--- src/rtl/debounce_multi_pkg.sv ---
// rtl/debounce_multi_pkg.sv - shared defaults, counter width helper and per-channel output record
package debounce_multi_pkg;

  localparam int DB_SYNC_STAGES  = 2;
  localparam int DB_STABLE_TICKS = 16;

  // Counter must hold 0..STABLE_TICKS-1; sized like $clog2(STABLE_TICKS+1), never below 1 bit.
  function automatic int cnt_width(input int ticks);
    return (ticks < 1) ? 1 : $clog2(ticks + 1);
  endfunction

  typedef struct packed {
    logic level;
    logic rise;
    logic fall;
  } chan_out_t;

endpackage

--- src/rtl/debounce_multi_if.sv ---
// rtl/debounce_multi_if.sv - pin-side inputs and debounced outputs of the multi-channel debouncer
interface debounce_multi_if #(
  parameter int CH = 4
);
  logic          tick_en;
  logic [CH-1:0] din;
  logic [CH-1:0] dout;
  logic [CH-1:0] rise;
  logic [CH-1:0] fall;

  modport master (output tick_en, output din, input dout, input rise, input fall);
  modport slave  (input tick_en, input din, output dout, output rise, output fall);
endinterface

--- src/rtl/debounce_chan.sv ---
// rtl/debounce_chan.sv - one channel: sync chain, stability counter, debounced level, edge pulses
module debounce_chan
  import debounce_multi_pkg::*;
#(
  parameter int SYNC_STAGES  = DB_SYNC_STAGES,
  parameter int STABLE_TICKS = DB_STABLE_TICKS,
  parameter bit ACTIVE_LOW   = 1'b0
) (
  input  logic      clk,
  input  logic      reset,
  input  logic      tick_en,
  input  logic      din,
  output chan_out_t q
);

  localparam int CW = cnt_width(STABLE_TICKS);
  localparam logic [CW-1:0] LAST = CW'(STABLE_TICKS - 1);

  logic [SYNC_STAGES-1:0] sync;
  logic                   s;
  logic [CW-1:0]          cnt;
  logic                   level;
  logic                   rise_q;
  logic                   fall_q;
  logic                   accept;

  assign s      = sync[SYNC_STAGES-1] ^ ACTIVE_LOW;
  assign accept = (s != level) && tick_en && (cnt == LAST);

  // Synchroniser runs every clock; only the qualification counter is gated by tick_en.
  always_ff @(posedge clk or negedge reset) begin
    if (!reset) begin
      sync <= '0;
    end else begin
      sync <= {sync[SYNC_STAGES-2:0], din};
    end
  end

  always_ff @(posedge clk or negedge reset) begin
    if (!reset) begin
      cnt    <= '0;
      level  <= 1'b0;
      rise_q <= 1'b0;
      fall_q <= 1'b0;
    end else begin
      rise_q <= accept & s;
      fall_q <= accept & ~s;
      if (s == level) begin
        cnt <= '0;
      end else if (tick_en) begin
        if (cnt == LAST) begin
          level <= s;
          cnt   <= '0;
        end else begin
          cnt <= cnt + CW'(1);
        end
      end
    end
  end

  assign q.level = level;
  assign q.rise  = rise_q;
  assign q.fall  = fall_q;

endmodule

--- src/rtl/debounce_multi.sv ---
// rtl/debounce_multi.sv - N independent debounce channels sharing one sample strobe
module debounce_multi
  import debounce_multi_pkg::*;
#(
  parameter int CH           = 4,
  parameter int SYNC_STAGES  = DB_SYNC_STAGES,
  parameter int STABLE_TICKS = DB_STABLE_TICKS,
  parameter bit ACTIVE_LOW   = 1'b0
) (
  input  logic             clk,
  input  logic             reset,
  debounce_multi_if.slave  bus
);

  if (CH < 1) begin : g_bad_ch
    $error("debounce_multi: CH must be >= 1");
  end
  if (SYNC_STAGES < 2) begin : g_bad_sync
    $error("debounce_multi: SYNC_STAGES must be >= 2");
  end
  if (STABLE_TICKS < 1) begin : g_bad_ticks
    $error("debounce_multi: STABLE_TICKS must be >= 1");
  end

  logic [CH-1:0] dout_v;
  logic [CH-1:0] rise_v;
  logic [CH-1:0] fall_v;

  for (genvar i = 0; i < CH; i++) begin : g_chan
    chan_out_t co;

    debounce_chan #(
      .SYNC_STAGES  (SYNC_STAGES),
      .STABLE_TICKS (STABLE_TICKS),
      .ACTIVE_LOW   (ACTIVE_LOW)
    ) u_chan (
      .clk     (clk),
      .reset   (reset),
      .tick_en (bus.tick_en),
      .din     (bus.din[i]),
      .q       (co)
    );

    assign dout_v[i] = co.level;
    assign rise_v[i] = co.rise;
    assign fall_v[i] = co.fall;
  end

  assign bus.dout = dout_v;
  assign bus.rise = rise_v;
  assign bus.fall = fall_v;

endmodule

--- src/flat_wrapper.sv ---
// flat-port wrapper written by rule: the top's interface ports become plain ports
module debounce_multi_flat import debounce_multi_pkg::*;
#(
  parameter int CH           = 4,
  parameter int SYNC_STAGES  = DB_SYNC_STAGES,
  parameter int STABLE_TICKS = DB_STABLE_TICKS,
  parameter bit ACTIVE_LOW   = 1'b0
)
  (clk, reset, bus_tick_en, bus_din, bus_dout, bus_rise, bus_fall);
  debounce_multi_if #(.CH(CH)) bus_i ();
  input  logic clk;
  input  logic reset;
  input wire logic [$bits(bus_i.tick_en)-1:0] bus_tick_en;
  input wire logic [$bits(bus_i.din)-1:0] bus_din;
  output wire logic [$bits(bus_i.dout)-1:0] bus_dout;
  output wire logic [$bits(bus_i.rise)-1:0] bus_rise;
  output wire logic [$bits(bus_i.fall)-1:0] bus_fall;
  assign bus_i.tick_en = bus_tick_en;
  assign bus_i.din = bus_din;
  assign bus_dout = bus_i.dout;
  assign bus_rise = bus_i.rise;
  assign bus_fall = bus_i.fall;
  debounce_multi #(.CH(CH), .SYNC_STAGES(SYNC_STAGES), .STABLE_TICKS(STABLE_TICKS), .ACTIVE_LOW(ACTIVE_LOW)) u_core (.clk(clk), .reset(reset), .bus(bus_i));
endmodule
--- config.mk ---
export PLATFORM = sky130hd
export DESIGN_NAME = debounce_multi_flat
export DESIGN_NICKNAME = d
export VERILOG_FILES = /design/src/rtl/debounce_multi_pkg.sv /design/src/rtl/debounce_multi_if.sv /design/src/rtl/debounce_chan.sv /design/src/rtl/debounce_multi.sv /design/src/flat_wrapper.sv
export SDC_FILE = /design/constraint.sdc
export NUM_CORES = 1
export LEC_CHECK = 0
export BUFFER_PORTS_ARGS = -buffer_cell sky130_fd_sc_hd__buf_2
export CORE_MARGIN = 2
export CORE_UTILIZATION = 57
export CTS_BUF_LIST = sky130_fd_sc_hd__clkbuf_16
export DETAILED_ROUTE_END_ITERATION = 6
export MAX_ROUTING_LAYER = met4
export PLACE_DENSITY = 0.82
export SLEW_MARGIN = 20
export SYNTH_ARGS = -nofsm -noshare
export SYNTH_HDL_FRONTEND = slang
export SYNTH_SLANG_ARGS = --single-unit
export TNS_END_PERCENT = 5
--- constraint.sdc ---
create_clock -name clk -period 1.5 [get_ports clk]
set_input_delay 0.15 -clock clk [delete_from_list [all_inputs] [get_ports clk]]
set_output_delay 0.15 -clock clk [all_outputs]
set_load 0.02 [all_outputs]
**After elaboration in Yosys (flattened, before gate mapping)**

Cells that the tools add are included.
W data, S select, Z words.

- Register bits after elaboration: 40
- Latch bits: 0
- Memory bits (writable): 0
- Bits in read-only memories: 0
- Input port bits: 7
- Output and inout port bits: 12
- Logic and storage cells: 80
- Memories kept: 0

- Add/sub/neg operators: 4
- Multipliers: 0
- Div/mod/pow operators: 0
- $lt $le $gt $ge: 0
- Eq/ne operators: 12
- Shifts and indexed selects: 0
- Multiplexer cells: 12
- Bitwise logic cells: 16
- Reduce and logical (&&, ||, !) cells: 16

Operators by type and width:

| operator | number |
|---|---|
| $mux W5 | 12 |
| $add A5 B1 Y5 const B | 4 |
| $eq A5 B4 Y1 const B | 4 |
| $reduce_and A3 Y1 | 4 |
| $and A1 B1 Y1 | 8 |
| $logic_and A1 B1 Y1 | 8 |
| $not A1 Y1 | 8 |
| $reduce_bool A2 Y1 | 4 |
| $eq A1 B1 Y1 | 4 |
| $ne A1 B1 Y1 | 4 |

**Longest topological paths before layout**

Gate-level depths: netlist of run 1.

- Depth after elaboration: 4
- Gate-level depth with buffers: 5
- Gate-level depth less buffers: 4

**By module**

A second synthesis of run 1 with hierarchy kept.

- Cells, all modules: 144
- Area total of the unflattened synthesis: 1801.7 µm²

Modules (own cells, without submodules):

| module | instances | cells each | area an instance (µm²) | seq. area each (µm²) |
|---|---|---|---|---|
| debounce_chan | 4 | 36 | 450.4 | 250.2 |

**Worst setup path after synthesis of run 1**

OpenSTA, ideal clock, no wires.

- Path type: flip-flop to flip-flop
- From: reg u_core.g_chan[2].u_chan.cnt[0]
- To: reg u_core.g_chan[2].u_chan.level
- Library setup time: 125 ps
- Arrival time: 1146 ps
- Data required time: 1375 ps
- Path slack: 229 ps
- Stages on the path, launching flop included: 5
- Path buffers: 0
- Clock period less this slack: 1271 ps
- Path through: dfrtp_1 -> ha_1 -> nand4_1 -> nor2_1 -> mux2_2

- Cells in the longest elaborated chain, start to end: 2

RTL lines:

| element | RTL line | text |
|---|---|---|
| start: declaration | debounce_chan.sv:21 | `logic [CW-1:0] cnt;` |
| start signal: assignment | debounce_chan.sv:55 | `cnt <= cnt + CW'(1);` |
| $eq A5 B4 Y1 | debounce_chan.sv:51 | `if (cnt == LAST) begin` |
| $reduce_and A3 Y1 (no source line) | -- |  |
| end signal: assignment | debounce_chan.sv:52 | `level <= s;` |
| end: declaration | debounce_chan.sv:22 | `logic level;` |

No other way between the ends.
A chain may end at the register's enable or synchronous reset.

**Final worst setup path of run 1**

Ends and elaborated chain as after synthesis.

==> flow_summary.ini, run 1 <==
[route]
wire_per_inst_um = 15.0
wirelength_mm = 2.95
drt_first_pass_iters = 4
via_per_inst = 5.92
vias = 1161
ant_nets = 0
drc = 0
drt_iter0_drc = 43

[clock_tree]
htreeDepth = 2
cts_tree = yes
ctsRootBufferMaster = clkbuf_16
clock_path_buffers = 2
clkLatencyLatePin_ps = 280
cts.sinks = 40
cts_made_buffers = 5
cts_resized = 0
clkTransAtPathRegs_ps = 50

[synth]
ys_warn_count = 0
synth_xor_area_frac = 0.0394
synthCells = 145
synth-compound-area-share = 0.0527
synth_nets = 156
synth_top_family_by_area = simple AND/OR/NAND/NOR gates
ys_seq_elements = 40
ys_types = 26
synthMuxAreaShare = 0.0366
syn_area_sq_mm = 0.00178
synth_seq_area_share = 0.563
synth-simple-area-share = 0.213
syn_area_per_cell_sq_um = 12.3
synthAdderAreaFrac = 0.0281

[worst_setup_path]
reg2reg_depth = 4
crit_path_end_kind = register
rrSetupSlack_ps = 70
critPathMaxFanout = 5
r2r-start = u_core.g_chan[2].u_chan.cnt[0]
worstSetupPathType = register to register
worstPathRequired_ps = 1660
setup.worst_path.start_class = register
r2r-end = u_core.g_chan[2].u_chan.level
critPathArrivalTime_ps = 1590

[cells_and_area]
antenna_cells = 0
area_growth_pct = 12.2
fin_nets = 174
fin_area_sq_mm = 0.00200
n_fill_cell = 224
drive_gt1_frac = 0.209

[timing]
max_slew_margin = 0.674
min_period_ps = 1430
max_slew.worst_pin.slew_ps = 485
rsz0062_at_grt = false
fin_crit_sh = 0.952
fin_setup_tns_ps = 0
slew_viol_final = 0
hold_viol = 0
fmax_ghz = 0.700
setup_viol = 0
clock_skew_ps = 1.39

[floorplanning]
initial_core_util = 0.592
row_count = 20
die_h_um = 59.9
fp.dieW_um = 59.9
core_area_sq_mm = 0.00300
boundaryPins = 19
dieArea_sq_mm = 0.00358

[global_routing]
grt_max_degree = 24
grt_pass1_wl_mm = 5.29
first_global_vias = 1220
grt.total_usage = 0.211
grt_overflow = 0
antenna_found_initial = 0

[placed_design]
portBuffers = 18
place_congestion = 0.760
placed_area_sq_mm = 0.00181
hpwlAfterDp_mm = 2.09

[power_and_ir_drop]
ir_drop_v = 0.000832
powerDensity_mw_per_mm2 = 1110
leakage_nw = 0.962

[run_status]
status = completed

[job]
drv_cap = 0

[min_path]
hp-class = primary input to register
hp-start = bus_tick_en
hold-path-endpoint = u_core.g_chan[0].u_chan.cnt[3]
holdPathStages = 3
-- final cells by class --
class                   instances  area (sq um)  area share
clock buffers                   5           125      0.0627
clock inverters                 2          7.51     0.00376
multi-input cells              90           658       0.330
flip-flops and latches         40          1000       0.502
well taps                      33          41.3      0.0207
repair buffers                 26           163      0.0815
-- cell usage after synthesis (all sizes together) --
library cell / n / area (sq um)
a311oi: 3 / 26.3
nand3b: 4 / 30.0
a21oi: 7 / 35.0
xor2: 4 / 35.0
nor4b: 8 / 76.3
nand2: 10 / 37.5
a31oi: 1 / 6.26
nand3: 6 / 30.0
nand2b: 6 / 37.5
nor2: 13 / 53.8
buf: 15 / 120
nand4: 4 / 55.1
nand4b: 4 / 35.0
mux2: 4 / 45.0
nor4: 1 / 6.26
mux2i: 2 / 20.0
xnor2: 4 / 35.0
dfrtp: 40 / 1000
a41oi: 3 / 26.3
ha: 4 / 50.1
and3b: 2 / 17.5
-- layer usage --
layer  share of wire  track usage
met1            0.40        0.229
met2            0.52        0.348
met3           0.055       0.0801
met4           0.017       0.0857
met5               0            -
-- power breakdown --
| part | switching (mW) | leakage (nW) | internal [mW] |
|---|---|---|---|
| logic | 0.0643 | 0.362 | 0.0474 |
| clock network | 0.374 | 0.0648 | 0.593 |
| registers | 0.0284 | 0.535 | 1.11 |
| total | 0.467 | 0.962 | 1.75 |
-- critical path: stages (launching register included) --
cell     delay [ps]
dfrtp_1         410
ha_1            230
nand4_1         160
nor2_1          160
mux2_2          360
-- cells by family (layout without fill, tap and decap cells) --
group           after synthesis  after routing
buf+inv                      15             33
simple gates                 58             58
mux                           6              6
xor+xnor                      8              8
fa+ha+maj                     4              4
compound gates               14             14
flops                        40             40
-- registers in the layout (all words and copies together), names as in the netlist --
register / count
u_core.g_chan.u_chan.rise_q: 4
u_core.g_chan.u_chan.fall_q: 4
u_core.g_chan.u_chan.sync: 8
u_core.g_chan.u_chan.cnt: 20
u_core.g_chan.u_chan.level: 4
-- stage by stage --
stage | util | cells | total power [mW] | worst slack (ps) | hold slack, ps
2_1_floorplan | - | 145 | 1.21 | 229 | -146
3_3_place_gp | 0.601 | 183 | 1.24 | 188 | 123
3_5_place_dp | 0.601 | 183 | 1.26 | 72.8 | 141
4_1_cts | 0.662 | 195 | 2.25 | 67.7 | 333
5_1_grt | 0.665 | 196 | 2.32 | 9.89 | 354
6_report | 0.665 | 196 | 2.22 | 71.6 | 340
-- layout by cell type (no fill, tap or decap) --
cell type	n
a31oi_1	1
nor4_1	1
dlygate4sd3_1	5
a311oi_1	3
ha_1	4
a21oi_1	7
dfrtp_1	40
nand4_4	2
clkbuf_16	5
nand2b_1	6
buf_2	18
nor2_2	2
clkinv_1	2
nor4b_2	1
nor4b_1	7
xor2_1	4
and3b_1	2
mux2i_1	2
mux2_2	3
nand3_1	6
xnor2_1	4
buf_4	3
nand4_1	2
nand4b_1	4
nand3b_1	4
nand2_1	10
a41oi_1	3
nor2_1	11
mux2_1	1
-- worst max path at each step --
stage,startpoint,to,depth (start not counted),slack [ps]
detailed placement,u_core.g_chan[2].u_chan.cnt[0],u_core.g_chan[2].u_chan.level,4,70
finish,u_core.g_chan[2].u_chan.cnt[0],u_core.g_chan[2].u_chan.level,4,70
floorplan,u_core.g_chan[2].u_chan.cnt[0],u_core.g_chan[2].u_chan.level,4,230
CTS,u_core.g_chan[2].u_chan.cnt[0],u_core.g_chan[2].u_chan.level,4,70
global placement,u_core.g_chan[3].u_chan.cnt[0],u_core.g_chan[3].u_chan.level,4,190
global route,u_core.g_chan[3].u_chan.cnt[0],u_core.g_chan[3].u_chan.level,4,10
-- what timing repair did --
action                                 4_1_cts  5_1_grt
endpoints found under the hold margin       26        0
hold buffers                                 5        0
setup endpoints to repair                    0        1
setup buffers                                0        1
Note: power is estimated with default switching activity, not from simulation.
==> inputs of run 2 (changes only) <==
SETUP_SLACK_MARGIN = 0.3   (was default)
==> run 2 against run 1 <==
Compared with the run above: critical path depth stayed put; sequential share of layout area is 3.8 points lower; clock power is 1% higher; combinational power is 46% higher; sequential cell count stayed put; first-iteration DRC count is 91% higher; highest routed layer unchanged; maximum frequency is 6.7% higher; core utilization is 5.6 points higher; routed wire length is 18% higher; die area stayed put; final area is 8.4% higher; final cell count is 6.6% higher.
==> flow_summary.ini, run 2 (same netlist as run 1, synthesis figures left out) <==
[clock_tree]
clock_path_buffers = 2
cts_made_buffers = 5
ctsRootBufferMaster = clkbuf_16
clkLatencyLatePin_ps = 280
cts_tree = yes
cts.sinks = 40
clkTransAtPathRegs_ps = 50
htreeDepth = 2

[route]
vias = 1246
drc = 0
wire_per_inst_um = 16.7
wirelength_mm = 3.49
drt_iter0_drc = 82
via_per_inst = 5.96
ant_nets = 0
drt_first_pass_iters = 5

[min_path]
hp-class = register to register

[global_routing]
grt_pass1_wl_mm = 5.84
grtUsageMet2 = 0.376
antenna_found_initial = 0
use_met1 = 0.261
grt_overflow = 0
grtUsageMet3 = 0.0866
grt_max_degree = 24
busiest_layer = met2
grt.total_usage = 0.233
first_global_vias = 1289

[timing]
clock_skew_ps = 2.36
max_slew_margin = 0.634
min_period_ps = 1340
setup_viol = 0
fin_crit_sh = 0.893
fmax_ghz = 0.747
fin_setup_tns_ps = 0
hold_viol = 0
max_slew.worst_pin.slew_ps = 545
rsz0062_at_grt = true
slew_viol_final = 0

[floorplanning]
fp.dieW_um = 59.9
dieArea_sq_mm = 0.00358
core_area_sq_mm = 0.00300
row_count = 20
die_h_um = 59.9
initial_core_util = 0.592
boundaryPins = 19

[worst_setup_path]
worstSetupPathType = register to register
worstPathRequired_ps = 1670
worstPathCellList = ha_4, nand4_1, buf_4, nor4b_1
critPathArrivalTime_ps = 1510
critical_path.top_delay_family = simple AND/OR/NAND/NOR gates
cp_num_buf_inv = 1
cp_slowest_cell = dfrtp_1
crit_path_end_kind = register
cp_slowest_stage_delay_ps = 420
critPathMaxFanout = 3
setup.worst_path.start_class = register

[cells_and_area]
mostFrequentLayoutCells = dfrtp_1 (38), buf_2 (18), buf_4 (16)
final_common_cell = dfrtp_1
n_fill_cell = 191
drive_gt1_frac = 0.318
fin_nets = 187
largest_register_ffs = 20
area_growth_pct = 21.6
fin_area_sq_mm = 0.00216
top_regs = u_core.g_chan.u_chan.cnt x20, u_core.g_chan.u_chan.sync x8
regMostFlops = u_core.g_chan.u_chan.cnt
antenna_cells = 0

[power_and_ir_drop]
leakage_nw = 1.02
ir_drop_v = 0.000836
powerDensity_mw_per_mm2 = 1050

[placed_design]
portBuffers = 18
hpwlAfterDp_mm = 2.09
place_congestion = 0.760
placed_area_sq_mm = 0.00181

[run_status]
status = completed

[job]
drv_cap = 0
## run 2: worst reg2reg max path: cells and delay by family, from the launching register on
family,cells,cell delay (ps)
adder cells (fa/ha/maj),1,170
buffers and inverters,1,200
flip-flops,1,420
AND/OR/NAND/NOR,2,430
## run 2: metal layers
layer  up-vias  routed length, um
met5         -                  0
met4         0                 85
met3        13                210
met2        32               1800
met1       627               1400
li1        574                  -
## run 2: repair_timing
action                     in CTS  in global routing
pin swaps                       4                  3
gates cloned                    0                  0
setup endpoints to repair      18                 19
hold endpoints to repair       26                  0
hold buffers                    5                  0
buffers inserted               10                  4
resized for setup               7                  7
## run 2: final timing paths
| kind | slack, ps | from | cells past startpoint | endpoint |
|---|---|---|---|---|
| min in group asynchronous | 360 | reset | 2 | u_core.g_chan[2].u_chan.rise_q |
| max in group asynchronous | 490 | reset | 3 | u_core.g_chan[0].u_chan.cnt[1] |
| worst min-delay path | 350 | u_core.g_chan[1].u_chan.sync[0] | 0 | u_core.g_chan[1].u_chan.sync[1] |
| worst max-delay path | 160 | u_core.g_chan[3].u_chan.cnt[1] | 4 | u_core.g_chan[3].u_chan.fall_q |
| worst max register to register | 160 | u_core.g_chan[3].u_chan.cnt[1] | 4 | u_core.g_chan[3].u_chan.fall_q |
| worst min register to register | 350 | u_core.g_chan[1].u_chan.sync[0] | 0 | u_core.g_chan[1].u_chan.sync[1] |
## run 2: area by class of cell
cell class,count,area (sq um),share of cell area
well taps,33,41.3,0.0191
repair buffers,39,260,0.120
clock buffers,5,125,0.0578
clock inverters,2,7.51,0.00347
flip-flops and latches,40,1000,0.464
multi-input cells,90,726,0.335
## run 2: power breakdown
| group | internal, mW | switching [mW] | total, mW |
|---|---|---|---|
| Sequential | 1.11 | 0.0270 | 1.13 |
| Clock | 0.594 | 0.388 | 0.981 |
| Combinational | 0.0783 | 0.0844 | 0.163 |
## run 2: stage by stage
| stage | hold slack [ps] | instances | utilization | power (mW) | setup slack (ps) |
|---|---|---|---|---|---|
| 2_1_floorplan | -146 | 145 | - | 1.21 | 229 |
| 3_3_place_gp | 123 | 183 | 0.601 | 1.24 | 188 |
| 3_5_place_dp | 141 | 183 | 0.601 | 1.26 | 72.8 |
| 4_1_cts | 333 | 205 | 0.698 | 2.27 | 230 |
| 5_1_grt | 354 | 209 | 0.720 | 2.37 | 128 |
| 6_report | 346 | 209 | 0.720 | 2.28 | 161 |
